### config.mk
export PLATFORM = sky130hd
export DESIGN_NAME = spi_slave_sys
export DESIGN_NICKNAME = d
export VERILOG_FILES = /design/src/rtl/spi_slave_sys.sv
export SDC_FILE = /design/constraint.sdc
export NUM_CORES = 1
export LEC_CHECK = 0
export BUFFER_PORTS_ARGS = -buffer_cell sky130_fd_sc_hd__buf_2
export CAP_MARGIN = 20
export CORE_UTILIZATION = 41
export DETAILED_ROUTE_END_ITERATION = 10
export PLACE_DENSITY = 0.6
export SLEW_MARGIN = 20
export SYNTH_ARGS = -nofsm -noshare
export SYNTH_HDL_FRONTEND = slang
export SYNTH_SLANG_ARGS = --single-unit
### constraint.sdc
create_clock -name clk -period 2.6 [get_ports clk]
set_input_delay 0.52 -clock clk [delete_from_list [all_inputs] [get_ports clk]]
set_output_delay 0.52 -clock clk [all_outputs]
set_load 0.01 [all_outputs]
### src/rtl/spi_slave_sys.sv
// System-clock SPI slave: oversampled sclk/cs/mosi, configurable width,
// CPOL/CPHA and bit order, frame-error detection and back-to-back frames.
module spi_slave_sys #(
  parameter int DATA_W    = 8,
  parameter bit CPOL      = 1'b0,
  parameter bit CPHA      = 1'b0,
  parameter bit MSB_FIRST = 1'b1
) (
  input  logic              clk,
  input  logic              rst,
  input  logic              sclk,
  input  logic              cs,
  input  logic              mosi,
  output logic              miso,
  input  logic [DATA_W-1:0] tx_data,
  output logic [DATA_W-1:0] rx_data,
  output logic              done,
  output logic              busy,
  output logic              frame_err
);

  localparam int CW = $clog2(DATA_W + 1);
  localparam logic [CW-1:0] FULL = CW'(DATA_W);
  localparam logic [CW-1:0] LAST = CW'(DATA_W - 1);

  typedef enum logic {IDLE, XFER} state_t;

  state_t state_q, state_d;

  logic [2:0]        sclk_s, cs_s;
  logic [1:0]        mosi_s;
  logic [CW-1:0]     bit_cnt;
  logic [DATA_W-1:0] rx_shift, tx_shift;
  logic [DATA_W-1:0] rx_nxt, tx_adv;
  logic lead_edge, trail_edge;
  logic sample_edge, shift_edge;
  logic cs_fall, cs_rise;
  logic mosi_b, full, last_smp;

  function automatic logic first_bit(
    input logic [DATA_W-1:0] w
  );
    return MSB_FIRST ? w[DATA_W-1] : w[0];
  endfunction

  always_ff @(posedge clk) begin
    if (rst) begin
      sclk_s <= {3{CPOL}};
      cs_s   <= 3'b111;
      mosi_s <= 2'b00;
    end else begin
      sclk_s <= {sclk_s[1:0], sclk};
      cs_s   <= {cs_s[1:0], cs};
      mosi_s <= {mosi_s[0], mosi};
    end
  end

  assign lead_edge   = (sclk_s[2] == CPOL) &&
                       (sclk_s[1] != CPOL);
  assign trail_edge  = (sclk_s[2] != CPOL) &&
                       (sclk_s[1] == CPOL);
  assign sample_edge = CPHA ? trail_edge : lead_edge;
  assign shift_edge  = CPHA ? lead_edge : trail_edge;
  assign cs_fall     = cs_s[2] & ~cs_s[1];
  assign cs_rise     = ~cs_s[2] & cs_s[1];
  assign mosi_b      = mosi_s[1];
  assign full        = (bit_cnt == FULL);
  assign last_smp    = sample_edge && (bit_cnt == LAST);
  assign busy        = (state_q == XFER);

  assign rx_nxt = MSB_FIRST ?
    {rx_shift[DATA_W-2:0], mosi_b} :
    {mosi_b, rx_shift[DATA_W-1:1]};
  assign tx_adv = MSB_FIRST ?
    (tx_shift << 1) : (tx_shift >> 1);

  always_ff @(posedge clk) begin
    if (rst) state_q <= IDLE;
    else     state_q <= state_d;
  end

  always_comb begin
    state_d = state_q;
    case (state_q)
      IDLE:    if (cs_fall) state_d = XFER;
      XFER:    if (cs_rise) state_d = IDLE;
      default: state_d = IDLE;
    endcase
  end

  always_ff @(posedge clk) begin
    if (rst) begin
      bit_cnt   <= '0;
      rx_shift  <= '0;
      tx_shift  <= '0;
      rx_data   <= '0;
      miso      <= 1'b0;
      done      <= 1'b0;
      frame_err <= 1'b0;
    end else begin
      done      <= 1'b0;
      frame_err <= 1'b0;
      if (full) begin
        rx_data <= rx_shift;
        done    <= 1'b1;
        bit_cnt <= '0;
        if (state_q == XFER) begin
          if (!cs_s[1]) begin
            tx_shift <= tx_data;
            if (!CPHA) miso <= first_bit(tx_data);
          end else begin
            miso <= 1'b0;
          end
        end
      end else if (state_q == IDLE) begin
        if (cs_fall) begin
          tx_shift <= tx_data;
          bit_cnt  <= '0;
          miso     <= CPHA ? 1'b0 : first_bit(tx_data);
        end
      end else if (cs_rise) begin
        miso <= 1'b0;
        // a final sample racing cs rise still completes the word
        if (last_smp) begin
          rx_shift <= rx_nxt;
          bit_cnt  <= FULL;
        end else begin
          frame_err <= (bit_cnt != '0);
          bit_cnt   <= '0;
        end
      end else begin
        if (sample_edge) begin
          rx_shift <= rx_nxt;
          bit_cnt  <= bit_cnt + CW'(1);
        end
        // bit_cnt==0 on a shift edge: CPHA=1 first bit,
        // or CPHA=0 trailing edge after a completed word
        if (shift_edge) begin
          if (bit_cnt == '0) begin
            if (CPHA) miso <= first_bit(tx_shift);
          end else begin
            tx_shift <= tx_adv;
            miso     <= first_bit(tx_adv);
          end
        end
      end
    end
  end

endmodule

==> results of run 1 <==
-- power groups by stage --
stage	logic (mW)	registers (mW)	clock network [mW]
2_1_floorplan	0.0507	0.628	0
3_3_place_gp	0.0698	0.627	0
3_5_place_dp	0.0714	0.628	0
4_1_cts	0.0719	0.614	0.404
5_1_grt	0.0804	0.615	0.431
6_report	0.0715	0.614	0.390
-- worst max-delay path, stage by stage (launching register included) --
cell and delay [ps]:
sky130_fd_sc_hd__dfxtp_1 400, sky130_fd_sc_hd__inv_1 80, sky130_fd_sc_hd__ha_1 230, sky130_fd_sc_hd__nand3b_2 370, sky130_fd_sc_hd__nand2_1 120, sky130_fd_sc_hd__o2bb2ai_2 430
sky130_fd_sc_hd__mux2i_1 240
-- per-stage QoR --
step | instances | setup slack [ps]
finish | 261 | 655
global route | 261 | 508
CTS | 261 | 648
detailed placement | 253 | 615
global placement | 253 | 648
floorplan | 189 | 1070
-- flip-flops by register name, summed over array words and instances (netlist names) --
register   flops
done           1
rx_data        8
sclk_s         3
rx_shift       8
busy           1
frame_err      1
miso           1
bit_cnt        4
cs_s           3
mosi_s         2
tx_shift       7
-- area by class of cell --
class | instances | area [um2]
clock inverter | 1 | 5.00
multi-input combinational | 135 | 845
clock buffer | 7 | 76.3
inverter | 4 | 15.0
fill | 417 | 2090
sequential | 39 | 781
timing repair buffer | 25 | 128
tap | 50 | 62.6
-- cell usage after synthesis --
cell                        count  share of area, %
sky130_fd_sc_hd__dfxtp_1       39                46
sky130_fd_sc_hd__nand2_1       31               6.8
sky130_fd_sc_hd__a21oi_1       15               4.4
sky130_fd_sc_hd__mux2i_1       14               8.2
sky130_fd_sc_hd__nor2_1        12               2.6
sky130_fd_sc_hd__nand3_1        8               2.3
sky130_fd_sc_hd__o21ai_0        8               2.3
sky130_fd_sc_hd__a21o_1         7               3.1
sky130_fd_sc_hd__nor2b_1        7               2.6
sky130_fd_sc_hd__buf_2          6               1.8
sky130_fd_sc_hd__nand2b_1       4               1.5
sky130_fd_sc_hd__inv_1          3              0.66
sky130_fd_sc_hd__or2_2          3               1.1
sky130_fd_sc_hd__a31o_2         2               1.0
sky130_fd_sc_hd__buf_6          2               1.3
sky130_fd_sc_hd__clkbuf_1       2              0.44
sky130_fd_sc_hd__ha_1           2               1.5
sky130_fd_sc_hd__nand4_1        2              0.73
sky130_fd_sc_hd__or3_1          2              0.73
sky130_fd_sc_hd__a2111oi_0      1              0.51
sky130_fd_sc_hd__a221oi_1       1              0.51
sky130_fd_sc_hd__a22o_1         1              0.51
sky130_fd_sc_hd__a311oi_1       1              0.51
sky130_fd_sc_hd__a41o_1         1              0.59
sky130_fd_sc_hd__and2b_1        1              0.44
sky130_fd_sc_hd__and3b_1        1              0.51
sky130_fd_sc_hd__and3b_2        1              0.59
sky130_fd_sc_hd__buf_1          1              0.22
sky130_fd_sc_hd__clkinv_1       1              0.22
sky130_fd_sc_hd__nand3b_1       1              0.44
sky130_fd_sc_hd__nand3b_2       1              0.66
sky130_fd_sc_hd__nor3_1         1              0.29
sky130_fd_sc_hd__o2111a_1       1              0.66
sky130_fd_sc_hd__o2111ai_1      1              0.51
sky130_fd_sc_hd__o2111ai_4      1               1.5
sky130_fd_sc_hd__o21ai_1        1              0.29
sky130_fd_sc_hd__o2bb2ai_2      1              0.88
sky130_fd_sc_hd__o31a_2         1              0.59
sky130_fd_sc_hd__or2b_2         1              0.51
-- kinds of logic (layout without fill, tap and decap cells) --
group                      Yosys count  in the layout  share of synthesized area (%)
and+or+nand+nor                     76             76                           21.9
AOI/OAI and AO/OA                   43             43                           18.0
DFF                                 39             39                           45.8
buffers and inverters               15             37                           4.63
muxes                               14             14                           8.22
adders and majority gates            2              2                           1.47
-- layer usage --
metal	vias up	wire length, um	track usage, %
li1	695	-	-
met1	620	1630	22.4
met2	24	1510	26.9
met5	-	0	0
met4	0	62	9.84
met3	8	132	3.60
-- worst max path at each step --
stage	to	slack [ps]	cells past startpoint
after floorplan	tx_shift[5]$_SDFFE_PP0P_	1070	8
after global placement	tx_shift[0]$_SDFFE_PP0P_	650	5
after detailed placement	tx_shift[0]$_SDFFE_PP0P_	610	5
after CTS	tx_shift[2]$_SDFFE_PP0P_	650	6
after global routing	tx_shift[3]$_SDFFE_PP0P_	510	6
final	tx_shift[2]$_SDFFE_PP0P_	650	6
==> tab_implementation.tex, run 1 <==
\begin{tabular}{lr}
\hline
Metric & Value \\
\hline
\multicolumn{2}{l}{\textbf{Outcome}} \\
Outcome & finished clean \\
\multicolumn{2}{l}{\textbf{Die}} \\
Total number of placement rows & 23 \\
Core region area & approximately 4000 um2 \\
Initial Utilization & between 40\% and 50\% \\
Number of top-level design ports & 25 \\
Overall die height & 66.5 um \\
Die W & 66.5 um \\
Die area & 4420 um2 \\
\multicolumn{2}{l}{\textbf{Worst hold path}} \\
Start point of the worst min-delay path & cs \\
Number of instances on the worst hold path & 2 \\
Hold Path Sink & cs\_s[0]\$\_SDFF\_PP1\_ \\
Hold Crit Class & in -> reg \\
\multicolumn{2}{l}{\textbf{Critical path}} \\
R2R Path End & tx\_shift[2]\$\_SDFFE\_PP0P\_ \\
Register-to-register path setup slack & 650 ps \\
Launching instance or port of the critical path & bit\_cnt[0]\$\_SDFFE\_PP0P\_ \\
Critical Path Sink Type & flop \\
Cells on worst reg2reg path & 6 \\
Highest net fanout along the worst path & 19 \\
Crit path launch type & flop \\
Required @ worst endpoint & 2820 ps \\
Category of the critical setup timing path & reg -> reg \\
Startpoint of the worst-slack reg-to-reg timing path & bit\_cnt[0]\$\_SDFFE\_PP0P\_ \\
Critical Path AT & roughly 2200 ps \\
\multicolumn{2}{l}{\textbf{Clocking}} \\
CTS Root Buffer Type & sky130\_fd\_sc\_hd\_\_clkbuf\_8 \\
\# H-tree levels & 2 \\
Hold-fix buffers at CTS & 0 \\
Insertion delay of the later-clocked pin in the worst-skew pair & 290 ps \\
Clock-pin slew of the registers on the worst-case setup and hold paths & roughly 70 ps \\
Inserted Clock Buffers & 5 \\
CTS sink cnt & 39 \\
Number of post-CTS setup repair buffers & 0 \\
Maximum root-to-sink buffer count & 2 \\
CTS tree & done \\
\# resized after CTS & 0 \\
\multicolumn{2}{l}{\textbf{STA}} \\
Setup Total Neg Slack & 0 ps \\
RSZ-0062 raised after global routing & false \\
Achievable clock frequency & around 500 MHz \\
Remaining max-slew budget at the tightest pin & 55.8\% \\
Number of hold violations in the final report & 0 \\
Actual transition at the worst max-transition pin & $\sim$660 ps \\
Total setup violations reported at the end of the flow & 0 \\
Number of slew-limit violations in the final report & 0 \\
Hold slack final & about 400 ps \\
Part of the cycle the worst path needs & 74.8\% \\
Worst clock skew & 7.06 ps \\
Clock period minus worst slack & 1950 ps \\
\multicolumn{2}{l}{\textbf{Synth}} \\
Post-synth cell types & 39 \\
Number of nets in the synthesized netlist & roughly 200 \\
Flip-flop and latch count after synthesis & 39 \\
Syn avg cell area & $\sim$9 um2 \\
Sequential area share after synthesis & 45.8\% \\
Number of warnings reported in the yosys synthesis log & 0 \\
Post-synthesis cell area & about 1700 um2 \\
Cell count after synthesis & $\sim$190 \\
\multicolumn{2}{l}{\textbf{Power}} \\
Switching part of the total & about 23\% \\
Maximum VDD drop & just under 400 uV \\
Power per unit of standard cell area & 562 nW/um2 \\
Static Leak & just over 0.8 nW \\
Clock power frac & 36.3\% \\
Internal portion of total power & about 0.83 mW \\
Part of the total power dissipated in combinational logic & under 10\% \\
Part of the power in registers & between 50\% and 60\% \\
Total power consumption of the routed design & approximately 1.1 mW \\
Net switching component of the power & between 0.2 and 0.25 mW \\
\multicolumn{2}{l}{\textbf{Finish}} \\
Net count reported at finish & between 200 and 250 \\
Commonest cells after routing, fill and taps aside & sky130\_fd\_sc\_hd\_\_dfxtp\_1, sky130\_fd\_sc\_hd\_\_nand2\_1, sky130\_fd\_sc\_hd\_\_buf\_2 \\
Relative area change from synthesis to final layout & 12.2\% \\
End-of-flow core utilization & 47.8\% \\
Number of diodes & 0 \\
Fraction of layout cells with a size suffix above 1 & between 10\% and 20\% \\
Finished Cell Area & about 1900 um2 \\
Most common cell after layout, fill and taps aside & sky130\_fd\_sc\_hd\_\_dfxtp\_1 \\
\multicolumn{2}{l}{\textbf{Detailed routing}} \\
Via density per instance & about 5.2 \\
DRC viols & 0 \\
Routed WL per cell & 12.8 um \\
Count of antenna-violating nets left after detailed routing & 0 \\
Total wire length after detailed routing & 3.34 mm \\
Detailed Routing Iterations Pass 1 & 4 \\
Routed vias & between 1000 and 1500 \\
Number of DRC markers in iteration 0 & 95 \\
\multicolumn{2}{l}{\textbf{Global routing}} \\
Number of global-route vias before repair & roughly 1300 \\
Antenna violations before repair & 0 \\
Global-route usage over all layers & 17.4\% \\
Largest net degree at the start of global routing & 38 \\
Grt ovf & 0 \\
Global-route wire length before repair & 5.62 mm \\
\multicolumn{2}{l}{\textbf{Placed design}} \\
Global placer's final weighted congestion & slightly below 0.8 \\
Final HPWL DP & approximately 2.2 mm \\
Count of input and output buffers & 24 \\
DP Area & between 1500 and 2000 um2 \\
\multicolumn{2}{l}{\textbf{Job}} \\
Max capacitance violation total & 0 \\
\hline
\end{tabular}
Power figures use the tool's default switching activity.
==> run 2: changes to the inputs <==
- PLACE_DENSITY: 0.6 -> 0.62
- clock period: 2.6 -> 1.65 ns (I/O delays scaled with it)
==> run 2 against run 1 <==
Compared with the run above: power rose by 65%; flip-flop and latch count did not move; combinational power rose by 82%; sequential power rose by 58%; clock power rose by 73%.
==> tab_implementation.tex, run 2 (synthesized netlist as in run 1, its figures left out) <==
\begin{tabular}{lr}
\hline
Metric & Value \\
\hline
\multicolumn{2}{l}{\textbf{Outcome}} \\
Outcome & finished clean \\
\multicolumn{2}{l}{\textbf{Power}} \\
Internal portion of total power & 1.36 mW (+65\%) \\
Part of the total power dissipated in combinational logic & 7.3\% (+0.6 points) \\
Maximum VDD drop & 570 uV (+46\%) \\
Static Leak & 0.921 nW (+12\%) \\
Part of the power in registers & 54.6\% (-2.5 points) \\
Clock power frac & 38.0\% (+1.7 points) \\
Net switching component of the power & 0.411 mW (+65\%) \\
Total power consumption of the routed design & 1.78 mW (+65\%) \\
Power per unit of standard cell area & 849 nW/um2 (+51\%) \\
Switching part of the total & 23.2\% (+0.055 points) \\
\multicolumn{2}{l}{\textbf{Worst hold path}} \\
Start point of the worst min-delay path & cs \\
Hold Crit Class & in -> reg \\
Hold Path Sink & cs\_s[0]\$\_SDFF\_PP1\_ \\
Number of instances on the worst hold path & 2 (unchanged) \\
\multicolumn{2}{l}{\textbf{Global routing}} \\
Global-route usage over all layers & 17.3\% (-0.11 points) \\
Grt ovf & 0 (unchanged) \\
Global-route wire length before repair & 5.71 mm (+1.6\%) \\
Antenna violations before repair & 0 (unchanged) \\
Largest net degree at the start of global routing & 20 (-47\%) \\
Number of global-route vias before repair & 1294 (+2.4\%) \\
\multicolumn{2}{l}{\textbf{Placed design}} \\
Global placer's final weighted congestion & 0.835 (+6.0\%) \\
Minimum setup slack after placement & 31.4 ps (-583 ps) \\
Count of input and output buffers & 24 (unchanged) \\
Final HPWL DP & 2.46 mm (+12\%) \\
\multicolumn{2}{l}{\textbf{Critical path}} \\
Crit path launch type & flop \\
R2R Path End & rx\_shift[6]\$\_SDFFE\_PP0P\_ \\
Cells on worst reg2reg path & 6 (unchanged) \\
Ordered cell list for the critical path & ha\_1 > and3b\_1 > o2111ai\_4 > buf\_12 > mux2i\_1 > nor2\_1 \\
Category of the critical setup timing path & reg -> reg \\
Largest incremental delay on the critical path & 340 ps (-90 ps) \\
Required @ worst endpoint & 1830 ps (-990 ps) \\
Startpoint of the worst-slack reg-to-reg timing path & bit\_cnt[0]\$\_SDFFE\_PP0P\_ \\
Cell family with the largest share of critical-path delay & flip-flops \\
Critical Path AT & 1700 ps (-470 ps) \\
Highest net fanout along the worst path & 8 (-11) \\
Critical Path Sink Type & flop \\
WP buf/inv & 1 (unchanged) \\
Launching instance or port of the critical path & bit\_cnt[0]\$\_SDFFE\_PP0P\_ \\
Worst-path cell with the longest stage delay & sky130\_fd\_sc\_hd\_\_dfxtp\_2 \\
Register-to-register path setup slack & 130 ps (-530 ps) \\
\multicolumn{2}{l}{\textbf{Die}} \\
Die W & 66.5 um (unchanged) \\
Overall die height & 66.5 um (unchanged) \\
Initial Utilization & 42.6\% (unchanged) \\
Core region area & 4000 um2 (unchanged) \\
Total number of placement rows & 23 (unchanged) \\
Number of top-level design ports & 25 (unchanged) \\
Die area & 4420 um2 (unchanged) \\
\multicolumn{2}{l}{\textbf{Finish}} \\
Fill cell instance count of the final layout & 390 (-6.5\%) \\
Relative area change from synthesis to final layout & 22.7\% \\
Net count reported at finish & 239 (+6.2\%) \\
Most common cell after layout, fill and taps aside & sky130\_fd\_sc\_hd\_\_dfxtp\_1 \\
Fraction of layout cells with a size suffix above 1 & 28.0\% (+8.1 points) \\
Leading registers by flop count & rx\_data (8), rx\_shift (8), tx\_shift (7) \\
Number of diodes & 0 (unchanged) \\
Commonest cells after routing, fill and taps aside & sky130\_fd\_sc\_hd\_\_dfxtp\_1, sky130\_fd\_sc\_hd\_\_nand2\_1, sky130\_fd\_sc\_hd\_\_buf\_2 \\
\multicolumn{2}{l}{\textbf{Clocking}} \\
Inserted Clock Buffers & 5 (unchanged) \\
Clock-pin slew of the registers on the worst-case setup and hold paths & 80 ps (about the same) \\
\# H-tree levels & 2 (unchanged) \\
Hold-fix buffers at CTS & 0 (unchanged) \\
Maximum root-to-sink buffer count & 2 (unchanged) \\
Insertion delay of the later-clocked pin in the worst-skew pair & 290 ps (about the same) \\
CTS tree & done \\
CTS Root Buffer Type & sky130\_fd\_sc\_hd\_\_clkbuf\_8 \\
CTS sink cnt & 39 (unchanged) \\
\multicolumn{2}{l}{\textbf{Detailed routing}} \\
Number of DRC markers in iteration 0 & 41 (-57\%) \\
Detailed Routing Iterations Pass 1 & 4 (unchanged) \\
Routed WL per cell & 12.8 um (-0.26\%) \\
Routed vias & 1460 (+8.4\%) \\
Via density per instance & 5.31 (+2.9\%) \\
Count of antenna-violating nets left after detailed routing & 0 (unchanged) \\
DRC viols & 0 (unchanged) \\
Total wire length after detailed routing & 3.51 mm (+5.1\%) \\
\multicolumn{2}{l}{\textbf{STA}} \\
Clock period minus worst slack & 1520 ps (-424 ps) \\
Total setup violations reported at the end of the flow & 0 (unchanged) \\
Number of slew-limit violations in the final report & 0 (unchanged) \\
Worst clock skew & 4.46 ps (-2.60 ps) \\
Part of the cycle the worst path needs & 92.2\% (+17 points) \\
RSZ-0062 raised after global routing & false \\
Remaining max-slew budget at the tightest pin & 70.9\% (+15 points) \\
Actual transition at the worst max-transition pin & 436 ps (-226 ps) \\
Achievable clock frequency & 657 MHz (+28\%) \\
Number of hold violations in the final report & 0 (unchanged) \\
Fin worst setup slack & 128 ps (-526 ps) \\
Setup Total Neg Slack & 0 ps (unchanged) \\
\multicolumn{2}{l}{\textbf{Job}} \\
Max capacitance violation total & 0 (unchanged) \\
\hline
\end{tabular}
[run 2: cell count changes in the layout (fill, tap and decap cells not counted), moves of 2 or more]
cell,delta
sky130_fd_sc_hd__dfxtp_1,-2
sky130_fd_sc_hd__buf_12,+2
sky130_fd_sc_hd__dfxtp_2,+2
sky130_fd_sc_hd__buf_4,+11
[run 2: worst max-delay path by stage]
stage	end	depth (start not counted)
3_3_place_gp	miso$_SDFFE_PP0P_	6
6_report	rx_shift[6]$_SDFFE_PP0P_	6
5_1_grt	tx_shift[5]$_SDFFE_PP0P_	7
2_1_floorplan	tx_shift[5]$_SDFFE_PP0P_	8
4_1_cts	miso$_SDFFE_PP0P_	6
3_5_place_dp	miso$_SDFFE_PP0P_	6
[run 2: per-layer routing]
metal  vias up  track usage, %  wire [um]
met5         -               0          0
met4         0            6.65         23
met3         4            5.14        120
met2        29            28.4       1740
met1       699            21.1       1630
li1        728               -          -
[run 2: layout make-up]
type / instances / area, um2 / share of cell area [%]
inverter: 4 / 15.0 / 0.718
tap: 50 / 62.6 / 2.99
multi-input combinational: 136 / 885 / 42.3
timing repair buffer: 38 / 250 / 12.0
sequential: 39 / 783 / 37.5
clock buffer: 7 / 86.3 / 4.13
clock inverter: 1 / 8.76 / 0.419
[run 2: per-stage QoR]
| stage | hold slack [ps] | cell area (um2) | utilization, % | instances |
|---|---|---|---|---|
| after floorplan | 389 | 1700 | - | 189 |
| after global placement | 398 | 1930 | 48.1 | 264 |
| after detailed placement | 402 | 1930 | 48.1 | 264 |
| after CTS | 212 | 2020 | 50.5 | 272 |
| after global routing | 225 | 2090 | 52.3 | 275 |
| final | 223 | 2090 | 52.3 | 275 |
[run 2: timing repair]
| action | CTS | global route |
|---|---|---|
| setup buffers | 0 | 2 |
| endpoints found under the setup margin | 0 | 18 |
| endpoints found under the hold margin | 0 | 0 |
| resized for setup | 0 | 10 |
[run 2: power groups by stage]
stage	Sequential [mW]	Combinational [mW]	Clock, mW
after floorplan	0.989	0.0799	0
after global placement	0.992	0.127	0
after detailed placement	0.992	0.128	0
after CTS	0.969	0.128	0.697
after global routing	0.972	0.144	0.727
final	0.970	0.130	0.675
